===== config.mk =====
export PLATFORM = sky130hd
export DESIGN_NAME = uart_rx
export DESIGN_NICKNAME = d
export VERILOG_FILES = /design/src/rtl/uart_pkg.sv /design/src/rtl/sync_2ff.sv /design/src/rtl/uart_rx.sv
export SDC_FILE = /design/constraint.sdc
export NUM_CORES = 1
export LEC_CHECK = 0
export CAP_MARGIN = 20
export CORE_MARGIN = 2
export CORE_UTILIZATION = 25
export CTS_CLUSTER_SIZE = 8
export DETAILED_ROUTE_END_ITERATION = 7
export RECOVER_POWER = 100
export SYNTH_ARGS = -nofsm -noshare
export SYNTH_HDL_FRONTEND = slang
export SYNTH_SLANG_ARGS = --single-unit

===== constraint.sdc =====
create_clock -name clk -period 2.47 [get_ports clk]
set_clock_uncertainty 0.1 [all_clocks]
set_input_delay 0.494 -clock clk [delete_from_list [all_inputs] [get_ports clk]]
set_output_delay 0.494 -clock clk [all_outputs]
set_load 0.01 [all_outputs]

===== src/rtl/uart_pkg.sv =====
// Shared UART definitions: receiver FSM states and default baud divider.
// Also used by the matching transmitter.
package uart_pkg;

  localparam int unsigned DEF_CLOCKS_PER_BAUD = 868;

  typedef enum logic [2:0] {
    IDLE,
    START,
    DATA,
    STOP,
    BREAK
  } rx_state_e;

endpackage


===== src/rtl/sync_2ff.sv =====
// Two-flop synchronizer for a single asynchronous input.
// Both flops reset to RST_VAL so an idle line reads idle out of reset.
module sync_2ff #(
  parameter logic RST_VAL = 1'b1
) (
  input  logic clk,
  input  logic rst_n,
  input  logic d,
  output logic q
);

  logic meta;

  always_ff @(posedge clk or negedge rst_n) begin
    if (!rst_n) begin
      meta <= RST_VAL;
      q    <= RST_VAL;
    end else begin
      meta <= d;
      q    <= meta;
    end
  end

endmodule


===== src/rtl/uart_rx.sv =====
// 8N1 UART receiver: mid-bit sampling, framing error and break handling.
// Strobes are registered and mutually exclusive.
module uart_rx
  import uart_pkg::*;
#(
  parameter int unsigned CLOCKS_PER_BAUD = DEF_CLOCKS_PER_BAUD,
  parameter int unsigned DATA_BITS       = 8
) (
  input  logic                 clk,
  input  logic                 rst_n,
  input  logic                 rx,
  output logic [DATA_BITS-1:0] data_out,
  output logic                 valid_out,
  output logic                 frame_err_out,
  output logic                 busy_out
);

  localparam int CW = $clog2(CLOCKS_PER_BAUD);
  localparam int IW = $clog2(DATA_BITS + 1);
  localparam logic [CW-1:0] HALF_M1 = CW'(CLOCKS_PER_BAUD / 2 - 1);
  localparam logic [CW-1:0] FULL_M1 = CW'(CLOCKS_PER_BAUD - 1);
  localparam logic [IW-1:0] LAST_BIT = IW'(DATA_BITS - 1);

  if (CLOCKS_PER_BAUD < 4) begin : g_bad_cpb
    $error("uart_rx: CLOCKS_PER_BAUD must be at least 4");
  end

  rx_state_e state, next_state;

  logic                 rx_s;
  logic [CW-1:0]        cnt;
  logic [IW-1:0]        idx;
  logic [DATA_BITS-1:0] shreg;

  logic cnt_clr, cnt_inc, idx_clr, shift_en, load, err;
  logic half_hit, full_hit;

  sync_2ff #(
    .RST_VAL (1'b1)
  ) u_sync (
    .clk   (clk),
    .rst_n (rst_n),
    .d     (rx),
    .q     (rx_s)
  );

  assign half_hit = (cnt == HALF_M1);
  assign full_hit = (cnt == FULL_M1);

  always_ff @(posedge clk or negedge rst_n) begin
    if (!rst_n) state <= IDLE;
    else        state <= next_state;
  end

  always_comb begin
    next_state = state;
    unique case (state)
      IDLE:  if (!rx_s) next_state = START;
      START: if (half_hit) next_state = rx_s ? IDLE : DATA;
      DATA:  if (full_hit && idx == LAST_BIT) next_state = STOP;
      STOP:  if (full_hit) next_state = rx_s ? IDLE : BREAK;
      BREAK: if (rx_s) next_state = IDLE;
      default: next_state = IDLE;
    endcase
  end

  always_comb begin
    cnt_clr  = 1'b0;
    cnt_inc  = 1'b0;
    idx_clr  = 1'b0;
    shift_en = 1'b0;
    load     = 1'b0;
    err      = 1'b0;
    unique case (state)
      IDLE: cnt_clr = !rx_s;
      START: begin
        cnt_inc = !half_hit;
        cnt_clr = half_hit;
        idx_clr = half_hit;
      end
      DATA: begin
        cnt_inc  = !full_hit;
        cnt_clr  = full_hit;
        shift_en = full_hit;
      end
      STOP: begin
        cnt_inc = !full_hit;
        cnt_clr = full_hit;
        load    = full_hit && rx_s;
        err     = full_hit && !rx_s;
      end
      default: ;
    endcase
  end

  always_ff @(posedge clk or negedge rst_n) begin
    if (!rst_n) begin
      cnt           <= '0;
      idx           <= '0;
      shreg         <= '0;
      data_out      <= '0;
      valid_out     <= 1'b0;
      frame_err_out <= 1'b0;
    end else begin
      if (cnt_clr)      cnt <= '0;
      else if (cnt_inc) cnt <= cnt + 1'b1;
      if (idx_clr)       idx <= '0;
      else if (shift_en) idx <= idx + 1'b1;
      // LSB arrives first, so shifting in at the MSB lands it at bit 0
      if (shift_en) shreg <= {rx_s, shreg[DATA_BITS-1:1]};
      if (load) data_out <= shreg;
      valid_out     <= load;
      frame_err_out <= err;
    end
  end

  assign busy_out = (state != IDLE);

endmodule


==> flow_summary.ini <==
[cts]
h-tree-depth = 2
cts_resized = 0
cts_sinks = 37
clockRootBuffer = clkbuf_8
cts_tree = done
path_clk_slew_ns = 0.08
clk_latency_ns = 0.29
hold_buffers = 0
clk_path_buf_depth = 2
post_cts_buffers = 0
cts_buffers = 5

[outcome]
status = complete, no violations

[power]
power_leakage_uw = 0.000957
ir_drop_mv = 0.335
powerDensity_nw_per_um2 = 501

[timing]
drv_slew = 0
finalCritPeriodShare_pct = 93.9
worst_pin_slew_ns = 0.826
finalCriticalPeriod_ns = 2.32
fin_setup_tns_ns = 0
hold_viol_final = 0
slew_headroom_pct = 44.9
rsz0062_at_grt = false
finalSetupViolations = 0
fmax_mhz = 431

[global_route]
first_global_vias = 1205
grt_pass1_wl_mm = 5.86
grt_max_degree = 38
grtUsageTotal_pct = 9.55
antenna_found_initial = 0
overflow = 0

[die]
core_area_sq_um = 7140
fp.dieW_um = 89.2
initial_utilization_pct = 25.4
fp.dieH_um = 89.2
die-area_sq_um = 7960
rows = 31
pin_count = 14

[min_path]
hold_class = input port to asynchronous set/reset pin

[routing]
vias = 1226
routed_wl_mm = 3.48
antenna_left = 0
drt_iter0_drc = 75
wl_per_cell_um = 12.8
first_pass_iters = 4
vias_per_cell = 4.52
drc = 0

[cells_and_area]
nNetsFinal = 177
seq_area_sq_um = 928
n_fill_cell = 756
final_core_util_pct = 29.4
final_area_sq_um = 2100
diodes = 0
multi_input_area_sq_um = 811
layout-area-overhead-vs-synth_pct = 15.7
drive_above_1_share_pct = 20.3

[placed_design]
place_area_sq_um = 2040
io_buffers = 13
dp_hpwl_mm = 2.44
place_congestion = 0.830

[synth]
yosysSeqAreaShare_pct = 51.1
netlist_instances = 154
synthesis.nets = 160
netlist_area_sq_um = 1820
ys_ff_latch = 37
synthArstFlopShare_pct = 100
synth_edf_count = 0
ys.flop_type = dfrtp_1
syn_area_per_cell_sq_um = 11.8
synth_cell_type_count = 46
ys_warn_count = 0

[job]
drv_cap = 0

[worst_setup_path]
critPathSlowestCell = dfrtp_1
rr_worst_depth = 4
crit_fanout = 11
slowest_delay_ns = 0.51
reg2reg_to = data_out[1]
cp-end-kind = output port
crit_arrival_ns = 1.73
r2r_setup_slack_ns = 0.17
r2r_start = cnt[3]
setup.worst_path.start_class = flop
worstPathCellList = or3_1, clkdlybuf4s50_1
criticalPathCategory = flop to output port
required_ns = 1.88
-- worst max-delay path: cells and delay by family (launching register included) --
family / cells / cell delay, ns
buffers and inverters: 1 / 0.49
flip-flops: 1 / 0.51
AND/OR/NAND/NOR: 1 / 0.43
-- layout make-up --
cell class	count	share of cell area [%]
sequential	37	44.2
multi-input combinational	109	38.6
timing repair buffer	15	6.49
tap	99	5.90
clock buffer	5	3.28
clock inverter	3	1.01
inverter	3	0.536
-- worst max-delay path by stage --
stage                         from           to  slack [ns]  cells past startpoint
final                     state[0]     busy_out        0.15                      2
after global routing        cnt[3]  data_out[1]        0.07                      4
after floorplan           state[1]       cnt[0]        0.62                      5
after detailed placement  state[0]       cnt[8]        0.44                      4
after global placement    state[0]       cnt[0]        0.45                      4
after CTS                 state[0]     busy_out        0.13                      2
-- kinds of logic (layout without fill, tap and decap cells) --
group,count (synthesis),after routing,synth area share [%]
XOR/XNOR,6,6,2.89
AO/OA/AOI/OAI,20,20,7.24
AND/OR/NAND/NOR,60,60,21.7
multiplexers,20,20,12.3
adder cells (fa/ha/maj),3,3,2.07
buffers and inverters,8,26,2.62
flip-flops,37,37,51.1
-- placed cells by master, fill, tap and decap left out, types with 5 or more instances in the layout --
| cell type | synthesis | routed |
|---|---|---|
| clkbuf_8 | 0 | 5 |
| nand3_1 | 4 | 5 |
| nand2_1 | 8 | 8 |
| xnor2_1 | 5 | 5 |
| mux2_2 | 15 | 15 |
| nor2_1 | 12 | 12 |
| dfrtp_1 | 35 | 35 |
| nand4_1 | 5 | 6 |
| dlygate4sd3_1 | 0 | 11 |
| nor3_1 | 7 | 8 |
-- per-layer routing --
| layer | track usage (%) | vias to the layer above | share of wire [%] |
|---|---|---|---|
| met5 | 0 | - | 0 |
| met4 | 3.93 | 0 | 1.6 |
| met2 | 13.9 | 21 | 45 |
| met3 | 2.68 | 4 | 3.1 |
| li1 | - | 596 | - |
| met1 | 13.3 | 605 | 51 |
-- sequential cells by signal, indices dropped and copies added, names as in the netlist, 3 cells and up --
name / count
shreg: 8
cnt: 10
state: 3
idx: 4
data_out: 8
-- synth_stat cells, drive strengths merged, types with 2 or more instances --
| cell | number | area, sq um |
|---|---|---|
| mux2 | 16 | 184 |
| and2 | 2 | 12.5 |
| ha | 3 | 37.5 |
| o21ai | 4 | 20.0 |
| xnor2 | 5 | 43.8 |
| a31oi | 2 | 12.5 |
| dfrtp | 35 | 876 |
| nand3 | 5 | 30.0 |
| dfstp | 2 | 52.6 |
| nor2 | 12 | 45.0 |
| or3 | 3 | 18.8 |
| o31ai | 2 | 15.0 |
| a211oi | 2 | 15.0 |
| buf | 5 | 36.3 |
| nor3b | 3 | 22.5 |
| nand2 | 8 | 30.0 |
| mux2i | 4 | 40.0 |
| a21oi | 4 | 20.0 |
| nor3 | 8 | 51.3 |
| or3b | 2 | 22.5 |
| inv | 3 | 11.3 |
| nand4 | 7 | 65.1 |
-- power by group --
part,total [uW],switching (uW),internal (uW)
Sequential,610,2.17,608
Combinational,14.0,12.0,2.00
Clock,428,228,200
Total,1050,243,810
-- through the flow --
stage | std cells | total power [uW] | setup WS, ns | hold slack, ns
floorplan | 154 | 623 | 0.615 | 0.0984
global placement | 263 | 638 | 0.451 | 0.247
detailed placement | 263 | 638 | 0.445 | 0.248
CTS | 271 | 1070 | 0.129 | 0.228
global route | 271 | 1100 | 0.0665 | 0.262
finish | 271 | 1050 | 0.151 | 0.191
Note: power is estimated with default switching activity, not from simulation.
